`src/rtl/out_fm_fifo_to_tile_buf_pkg.sv`:
```
// Shared accelerator definitions: default widths and strides, plus the
// tile-store FSM encoding.
package out_fm_fifo_to_tile_buf_pkg;

    localparam int ACC_DW         = 32;
    localparam int ACC_CW         = 16;
    localparam int ACC_BAW        = 14;
    localparam int ACC_TR         = 64;
    localparam int ACC_TC         = 16;
    localparam int ACC_FIFO_DEPTH = 64;

    typedef enum logic [1:0] {
        ST_IDLE  = 2'd0,
        ST_DRAIN = 2'd1,
        ST_DONE  = 2'd2
    } tile_state_e;

endpackage

```
`src/rtl/out_fm_fifo_to_tile_buf_fifo.sv`:
```
// Synchronous FIFO with a registered occupancy count. Read data is taken
// combinationally from the head entry, so a word is visible the cycle after its push.
module sync_fifo_cnt #(
    parameter int DW    = 32,
    parameter int DEPTH = 64
) (
    input  logic                     clk,
    input  logic                     rst_n,
    input  logic                     push_i,
    input  logic [DW-1:0]            wdata_i,
    input  logic                     pop_i,
    output logic [DW-1:0]            rdata_o,
    output logic [$clog2(DEPTH):0]   count_o,
    output logic                     full_o,
    output logic                     empty_o
);

    localparam int AW = $clog2(DEPTH);

    logic [DW-1:0] mem_q [DEPTH];
    logic [AW-1:0] wr_ptr_q, rd_ptr_q;
    logic [AW:0]   count_q;
    logic          push_ok, pop_ok;

    assign full_o  = (count_q == (AW+1)'(DEPTH));
    assign empty_o = (count_q == '0);
    assign push_ok = push_i && !full_o;
    assign pop_ok  = pop_i && !empty_o;
    assign rdata_o = mem_q[rd_ptr_q];
    assign count_o = count_q;

    always_ff @(posedge clk) begin
        if (push_ok) mem_q[wr_ptr_q] <= wdata_i;
    end

    // Pointers wrap naturally because DEPTH is a power of two.
    always_ff @(posedge clk or negedge rst_n) begin
        if (!rst_n) begin
            wr_ptr_q <= '0;
            rd_ptr_q <= '0;
            count_q  <= '0;
        end else begin
            if (push_ok) wr_ptr_q <= wr_ptr_q + AW'(1);
            if (pop_ok)  rd_ptr_q <= rd_ptr_q + AW'(1);
            case ({push_ok, pop_ok})
                2'b10:   count_q <= count_q + (AW+1)'(1);
                2'b01:   count_q <= count_q - (AW+1)'(1);
                default: count_q <= count_q;
            endcase
        end
    end

endmodule

```
`src/rtl/out_fm_fifo_to_tile_buf.sv`:
```
// Drains output-feature-map words from a local FIFO into the tile buffer,
// walking c, then r, then m, with addresses built from running bases.
module out_fm_fifo_to_tile_buf
    import out_fm_fifo_to_tile_buf_pkg::*;
#(
    parameter int DW         = ACC_DW,
    parameter int CW         = ACC_CW,
    parameter int BAW        = ACC_BAW,
    parameter int Tr         = ACC_TR,
    parameter int Tc         = ACC_TC,
    parameter int FIFO_DEPTH = ACC_FIFO_DEPTH,
    parameter int AF_TH      = 4
) (
    input  logic           clk,
    input  logic           rst_n,
    input  logic [DW-1:0]  load_data,
    input  logic           load_fifo_push,
    output logic           load_fifo_almost_full,
    input  logic           store_start,
    input  logic [CW-1:0]  cfg_tm,
    input  logic [CW-1:0]  cfg_tr,
    input  logic [CW-1:0]  cfg_tc,
    output logic           buf_wr_en,
    output logic [BAW-1:0] buf_wr_addr,
    output logic [DW-1:0]  buf_wr_data,
    output logic           store_done,
    output logic           busy,
    output logic           fifo_overflow
);

    localparam int AW = $clog2(FIFO_DEPTH);
    localparam logic [AW:0]    AF_LEVEL   = (AW+1)'(FIFO_DEPTH - AF_TH);
    localparam logic [BAW-1:0] ROW_STEP   = BAW'(Tc);
    localparam logic [BAW-1:0] PLANE_STEP = BAW'(Tr * Tc);

    tile_state_e    state_q, state_d;
    logic [CW-1:0]  tm_q, tr_q, tc_q;
    logic [CW-1:0]  m_q, m_d, r_q, r_d, c_q, c_d;
    logic [BAW-1:0] plane_q, plane_d, row_q, row_d;
    logic           wr_en_q;
    logic [BAW-1:0] wr_addr_q;
    logic [DW-1:0]  wr_data_q;
    logic           ovf_q;

    logic           pop;
    logic [DW-1:0]  fifo_rdata;
    logic [AW:0]    fifo_count;
    logic           fifo_full, fifo_empty;

    sync_fifo_cnt #(.DW(DW), .DEPTH(FIFO_DEPTH)) u_fifo (
        .clk     (clk),
        .rst_n   (rst_n),
        .push_i  (load_fifo_push),
        .wdata_i (load_data),
        .pop_i   (pop),
        .rdata_o (fifo_rdata),
        .count_o (fifo_count),
        .full_o  (fifo_full),
        .empty_o (fifo_empty)
    );

    always_comb begin
        state_d = state_q;
        m_d     = m_q;
        r_d     = r_q;
        c_d     = c_q;
        plane_d = plane_q;
        row_d   = row_q;
        pop     = 1'b0;
        case (state_q)
            ST_IDLE: begin
                if (store_start) begin
                    m_d     = '0;
                    r_d     = '0;
                    c_d     = '0;
                    plane_d = '0;
                    row_d   = '0;
                    state_d = (cfg_tm == '0 || cfg_tr == '0 || cfg_tc == '0) ? ST_DONE : ST_DRAIN;
                end
            end
            ST_DRAIN: begin
                if (!fifo_empty) begin
                    pop = 1'b1;
                    if (c_q != tc_q - CW'(1)) begin
                        c_d = c_q + CW'(1);
                    end else begin
                        c_d = '0;
                        if (r_q != tr_q - CW'(1)) begin
                            r_d   = r_q + CW'(1);
                            row_d = row_q + ROW_STEP;
                        end else begin
                            // Next channel plane: both bases jump to the new plane origin.
                            r_d     = '0;
                            plane_d = plane_q + PLANE_STEP;
                            row_d   = plane_q + PLANE_STEP;
                            if (m_q == tm_q - CW'(1)) state_d = ST_DONE;
                            else                      m_d     = m_q + CW'(1);
                        end
                    end
                end
            end
            ST_DONE: state_d = ST_IDLE;
            default: state_d = ST_IDLE;
        endcase
    end

    always_ff @(posedge clk or negedge rst_n) begin
        if (!rst_n) begin
            state_q   <= ST_IDLE;
            tm_q      <= '0;
            tr_q      <= '0;
            tc_q      <= '0;
            m_q       <= '0;
            r_q       <= '0;
            c_q       <= '0;
            plane_q   <= '0;
            row_q     <= '0;
            wr_en_q   <= 1'b0;
            wr_addr_q <= '0;
            wr_data_q <= '0;
            ovf_q     <= 1'b0;
        end else begin
            state_q <= state_d;
            m_q     <= m_d;
            r_q     <= r_d;
            c_q     <= c_d;
            plane_q <= plane_d;
            row_q   <= row_d;
            if (state_q == ST_IDLE && store_start) begin
                tm_q <= cfg_tm;
                tr_q <= cfg_tr;
                tc_q <= cfg_tc;
            end
            wr_en_q <= pop;
            if (pop) begin
                wr_addr_q <= row_q + BAW'(c_q);
                wr_data_q <= fifo_rdata;
            end
            if (load_fifo_push && fifo_full) ovf_q <= 1'b1;
        end
    end

    assign load_fifo_almost_full = (fifo_count >= AF_LEVEL);
    assign buf_wr_en             = wr_en_q;
    assign buf_wr_addr           = wr_addr_q;
    assign buf_wr_data           = wr_data_q;
    assign store_done            = (state_q == ST_DONE);
    assign busy                  = (state_q != ST_IDLE);
    assign fifo_overflow         = ovf_q;

endmodule

```
`config.mk`:
```
export PLATFORM = sky130hd
export DESIGN_NAME = out_fm_fifo_to_tile_buf
export DESIGN_NICKNAME = d
export VERILOG_FILES = /design/src/rtl/out_fm_fifo_to_tile_buf_pkg.sv /design/src/rtl/out_fm_fifo_to_tile_buf_fifo.sv /design/src/rtl/out_fm_fifo_to_tile_buf.sv
export SDC_FILE = /design/constraint.sdc
export NUM_CORES = 2
export LEC_CHECK = 0
export ABC_AREA = 1
export BUFFER_PORTS_ARGS = -buffer_cell sky130_fd_sc_hd__buf_2
export CORE_MARGIN = 2
export CORE_UTILIZATION = 60
export DETAILED_ROUTE_END_ITERATION = 12
export PLACE_DENSITY = 0.73
export SYNTH_ARGS = -nofsm -noshare
export SYNTH_HDL_FRONTEND = slang
export SYNTH_SLANG_ARGS = --single-unit
```
`constraint.sdc`:
```
create_clock -name clk -period 4.9 [get_ports clk]
set_input_delay 0.98 -clock clk [delete_from_list [all_inputs] [get_ports clk]]
set_output_delay 0.98 -clock clk [all_outputs]
set_load 0.05 [all_outputs]
```
Yosys cells after proc, flatten, opt, wreduce, memory -nomap -nowiden
Memory sizes are Yosys's and may differ from the RTL's. A register that Yosys moved wholly into a read port is not among the register bits.
Cells that the tools add are included.
- add/subtract/negate cells: 13
- equal/unequal tests: 14
- multiplexer cells: 34
- reduce and logical (&&, ||, !) cells: 22
- $lt $le $gt $ge: 1
- operators by type and width (operator ; count):
    $mux 16 ; 10
    $mux 14 ; 7
    $pmux 16 s2 ; 3
    $pmux 14 s2 ; 2
    $add 16x1->16 const B ; 3
    $logic_not 16->1 ; 3
    $sub 16x1->16 const B ; 3
    $ne 16x16->1 ; 2
    $eq 16x16->1 ; 1
    $add 14x11->14 const B ; 1
    $add 14x14->14 ; 1
    $add 14x5->14 const B ; 1
    $pmux 7 s2 ; 1
    $add 6x1->6 const B ; 2
    $mux 2 ; 6
    $ne 2x2->1 const B ; 6
    $reduce_and 5->1 ; 2
    $add 7x1->7 const B ; 1
    $eq 7x7->1 const B ; 1
    $ge 7x6->1 const B ; 1
    $logic_not 7->1 ; 1
    $sub 7x1->7 const B ; 1
    $reduce_and 6->1 ; 1
    $reduce_bool 2->1 ; 3
    other kinds (10) ; 21
- memories kept: 1
- output and inout bits: 51
- RAM bits: 2048
- flip-flop bits (word level): 161
- memory list (memory ; words ; width ; rd ports ; clocked after memory_dff ; wr ports ; line ; source):
    u_fifo.mem_q ; 64 ; 32 ; 1 ; 1 ; 1 ; out_fm_fifo_to_tile_buf_fifo.sv:20 ; logic [DW-1:0] mem_q [DEPTH];

Longest topological paths before layout
- depth in word-level cells: 7
- depth in mapped cells: 19

Cells and area by module
From an unflattened synthesis, not the netlist that was laid out.
- cell total of the unflattened synthesis: 9091
- area total of the unflattened synthesis: 95700.5 µm²
- by module, submodules not included (module ; area an instance (µm²) ; cells each ; instances):
    sync_fifo_cnt ; 85600.8 ; 7688 ; 1
    out_fm_fifo_to_tile_buf ; 10099.7 ; 1403 ; 1

Worst setup path before layout
No wires, ideal clock.
- kind: in2reg
- from: input port load_fifo_push
- to: memory u_fifo.mem_q[63][0] (enable)
- data required time: 4437 ps
- setup time: 463 ps
- path slack: 936 ps
- arrival: 3501 ps
- stages on the path: 4
- cells stage by stage: inv_1 -> nor2_1 -> inv_1 -> nor3_1
- cells in the longest elaborated chain, start to end: 3
- ends and longest elaborated chain (element ; line ; source):
    start, declared ; out_fm_fifo_to_tile_buf.sv:17 ; input logic load_fifo_push,
    $logic_and 1x1->1 ; out_fm_fifo_to_tile_buf_fifo.sv:27 ; assign push_ok = push_i && !full_o;
    $mux 1 ; out_fm_fifo_to_tile_buf_fifo.sv:33 ; if (push_ok) mem_q[wr_ptr_q] <= wdata_i;
    $mux 1 (implied by the code) ; out_fm_fifo_to_tile_buf_fifo.sv:33 ;
    end, declared ; out_fm_fifo_to_tile_buf_fifo.sv:20 ;
No other way between the ends.

Final worst setup path
- from: register u_fifo.count_q[1] (netlist: u_fifo.count_o[1])
- to: register u_fifo.count_q[6] (netlist: u_fifo.count_o[6])
- cells in the longest elaborated chain, start to end: 6
- elaborated cells on any way between the ends: 14
- ends and longest elaborated chain (element ; line ; source):
    start, declared ; out_fm_fifo_to_tile_buf_fifo.sv:22 ; logic [AW:0] count_q;
    start signal, assigned ; out_fm_fifo_to_tile_buf_fifo.sv:46 ; 2'b10: count_q <= count_q + (AW+1)'(1);
    start signal, assigned ; out_fm_fifo_to_tile_buf_fifo.sv:47 ; 2'b01: count_q <= count_q - (AW+1)'(1);
    start signal, assigned ; out_fm_fifo_to_tile_buf_fifo.sv:48 ; default: count_q <= count_q;
    $logic_not 7->1 ; out_fm_fifo_to_tile_buf_fifo.sv:26 ; assign empty_o = (count_q == '0);
    $mux 1 ; out_fm_fifo_to_tile_buf.sv:82 ; if (!fifo_empty) begin
    $mux 1 ; out_fm_fifo_to_tile_buf.sv:70 ; case (state_q)
    $logic_and 1x1->1 ; out_fm_fifo_to_tile_buf_fifo.sv:28 ; assign pop_ok = pop_i && !empty_o;
    $eq 2x1->1 / $eq 2x2->1 (equally long branches) ; out_fm_fifo_to_tile_buf_fifo.sv:45 ; case ({push_ok, pop_ok})
    $pmux 7 s2 / $reduce_bool 2->1 (equally long branches) ; -- ;
Several ways; a longest one is shown, not always the timed one.
A chain may end at the register's enable or synchronous reset.

==> flow_summary.json <==
{
  "ys_seq_area_frac": 0.728,
  "synth_top_area_frac": 0.678,
  "violations": "DRC",
  "setup.worst_path.class": "reg2reg",
  "gp_congestion": 0.887,
  "dr_wl_met3_um": 29200,
  "multiInputGateArea_mm2": 0.0225,
  "cts.sinks": 2228,
  "rsz0062_at_grt": "no",
  "syn_area_mm2": 0.0907,
  "fin_nets": 7534,
  "routed-via-count": 62000,
  "drive_above_1_share": 0.0969,
  "synth-warning-count": 0,
  "cts_tree": "yes",
  "setup_viol": 0,
  "grt_pass1_vias": 58500,
  "tightest_slew_ns": 1.28,
  "die_width_um": 393,
  "fill_cells": 10600,
  "vias_per_cell": 6.45,
  "finalNonFillerCells": 9616,
  "finalHoldViolations": 0,
  "drv_cap": 0,
  "post-dp-hpwl_um": 137000,
  "cts_hold_buffers": 0,
  "fin_ws_ns": 1.28,
  "drt_iter0_drc": 8268,
  "grt-ovfl-total": 0,
  "rows": 142,
  "port_buffers": 134,
  "synth.distinct_cells": 54,
  "htree_num_levels": 4,
  "syn_avg_cell_area_um2": 12.3,
  "numCtsBuffers": 215,
  "slew_viol_final": 0,
  "peakVddDrop_mv": 0.597,
  "cts_resized": 0,
  "ys.flop_type": "edfxtp_1",
  "period_needed_ns": 3.62,
  "pre_cts_ws_ns": 1.03,
  "clock.fmax_mhz": 276,
  "wirelength_um": 253000,
  "synth_nets": 7472,
  "num_io_pins": 135,
  "grt_pass1_wl_um": 369000,
  "max_slew_margin": 0.150,
  "crit_fanout": 12,
  "post_cts_buffers": 0,
  "end_kind": "flip-flop",
  "leakage_nw": 34.1,
  "crit_required_ns": 5.60,
  "synth-edff-count": 2048,
  "dr.pass1.iters": 12,
  "yosys.area.top_type": "edfxtp_1",
  "ys_ff_latch": 2228,
  "worstHoldPathType": "in2async",
  "wl_met1_um": 92700,
  "clk_latency_ns": 0.85,
  "powerDensity_mw_per_mm2": 556,
  "start_util": 0.605,
  "status": "complete, but fails checks",
  "tns_ns": 0,
  "cts_buffer_depth": 3,
  "wl_met2_um": 120000,
  "fin_crit_sh": 0.739,
  "whs_ns": 0.203,
  "syn_to_final_growth_pct": 11.4,
  "die_area_mm2": 0.154,
  "ant_nets": 0,
  "yosys-top-cells-area": "edfxtp_1 68%, o21ai_0 6.3%, nor2_1 5.5%",
  "top_layer_used": "met5",
  "syn_inst": 7357,
  "drcViolationCount": 2,
  "fp.dieH_um": 393,
  "routedWlPerCell_um": 26.3,
  "grt_max_degree": 204,
  "regArea_mm2": 0.0660,
  "clk_pin_slew_ns": 0.06,
  "track_usage": 0.325,
  "fp.coreArea_mm2": 0.150,
  "start_kind": "flip-flop",
  "fin_skew_ns": 0.0457,
  "place_inst": 9218,
  "cp.arrival_ns": 4.32,
  "cts-root-buf": "clkbuf_16",
  "antenna_found_initial": 16,
  "postSynth.asyncResetShare": 0.0808,
  "layout_commonest_cell": "edfxtp_1",
  "layout_common_cells": "2048 x edfxtp_1, 1266 x nor2_1, 1138 x o21ai_0, 665 x nand2_1, 313 x nand3_1"
}
==> flip-flops by register name (all words and copies together) (netlist names), 2 cells and up <==
name             count
buf_wr_addr         14
tr_q                16
c_q                 16
u_fifo.rd_ptr_q      6
u_fifo.count_o       7
tm_q                16
u_fifo.wr_ptr_q      6
buf_wr_data         32
row_q               11
tc_q                16
plane_q              4
r_q                 16
u_fifo.mem_q      2048
state_q              2
m_q                 16
==> synth_stat cells (2+ instances only) <==
library cell / count
nor3b_1: 5
o21ai_0: 1138
buf_2: 80
buf_6: 2
buf_1: 27
nand4_1: 98
clkinv_1: 3
nor2_2: 11
nand3b_1: 6
nor3_1: 39
a221oi_1: 13
xor2_1: 73
o211ai_1: 109
edfxtp_1: 2048
a211oi_1: 3
a21o_1: 2
clkbuf_1: 354
inv_2: 9
ha_1: 29
buf_4: 7
fa_1: 2
or2_2: 8
a21oi_1: 98
o21ai_1: 4
inv_1: 192
nand2_2: 6
a31oi_1: 29
xnor2_1: 24
nand2_1: 666
o41ai_1: 2
o22ai_1: 266
nor4_1: 9
nor2_1: 1329
dfrtp_1: 180
o221ai_1: 145
o31ai_1: 3
nor2_4: 8
nand3_1: 313
nand3_2: 2
==> per-layer routing <==
metal,track usage,vias to the layer above
met5,0,-
met1,0.439,30400
met2,0.514,3839
met4,0.146,4
met3,0.0662,649
li1,-,27100
==> worst paths after layout <==
kind | cells past startpoint | start | endpoint | slack (ns)
min reg2reg | 2 | buf_wr_data[13] | buf_wr_data[13] | 0.47
max in group asynchronous | 2 | rst_n | buf_wr_data[24] | 3.73
min | 1 | rst_n | tc_q[15] | 0.20
max reg2reg | 19 | u_fifo.count_o[1] | u_fifo.count_o[6] | 1.28
min in group clk | 3 | cfg_tr[14] | tr_q[14] | 0.37
max | 19 | u_fifo.count_o[1] | u_fifo.count_o[6] | 1.28
==> cells by family after synthesis <==
group,count (synthesis),share of synthesized area
AOI/OAI and AO/OA,1816,0.114
xor gates and xnor gates,98,0.00962
adders and majority gates,31,0.00444
buffers and inverters,675,0.0295
DFF,2228,0.728
and+or+nand+nor,2509,0.114
==> layout make-up <==
cell class,instances,share of cell area
diodes,2,0.0000495
clock buffers,278,0.0567
clock inverters,118,0.00920
inverters,204,0.00789
multi-input cells,4454,0.223
flip-flops and latches,2228,0.653
well taps,2016,0.0250
repair buffers,316,0.0254
==> critical path, stage by stage (launching register included) <==
cell     delay, ns
dfrtp_1       0.40
inv_1         0.11
nand4_1       0.11
nor3_1        0.24
nor2_1        0.20
buf_4         0.22
inv_1         0.24
ha_1          0.37
inv_1         0.12
fa_1          0.37
inv_1         0.08
nand2_1       0.07
nand2_1       0.06
a21oi_1       0.07
or2_2         0.29
nand2_1       0.06
a21oi_1       0.07
o21ai_0       0.15
a21oi_1       0.08
xor2_1        0.15
==> through the flow <==
step | cell area, µm² | utilization | power (W)
floorplan | 90700 | - | 0.0338
global placement | 94400 | 0.630 | 0.0398
detailed placement | 94400 | 0.630 | 0.0402
CTS | 101000 | 0.674 | 0.0558
global route | 101000 | 0.674 | 0.0583
finish | 101000 | 0.674 | 0.0562
==> where the power goes <==
group          switching, W  total [W]  internal [W]
clock network       0.00705     0.0158       0.00873
logic                0.0131     0.0179       0.00480
registers          0.000736     0.0225        0.0217
total                0.0209     0.0562        0.0353
Note: power is estimated with default switching activity, not from simulation.
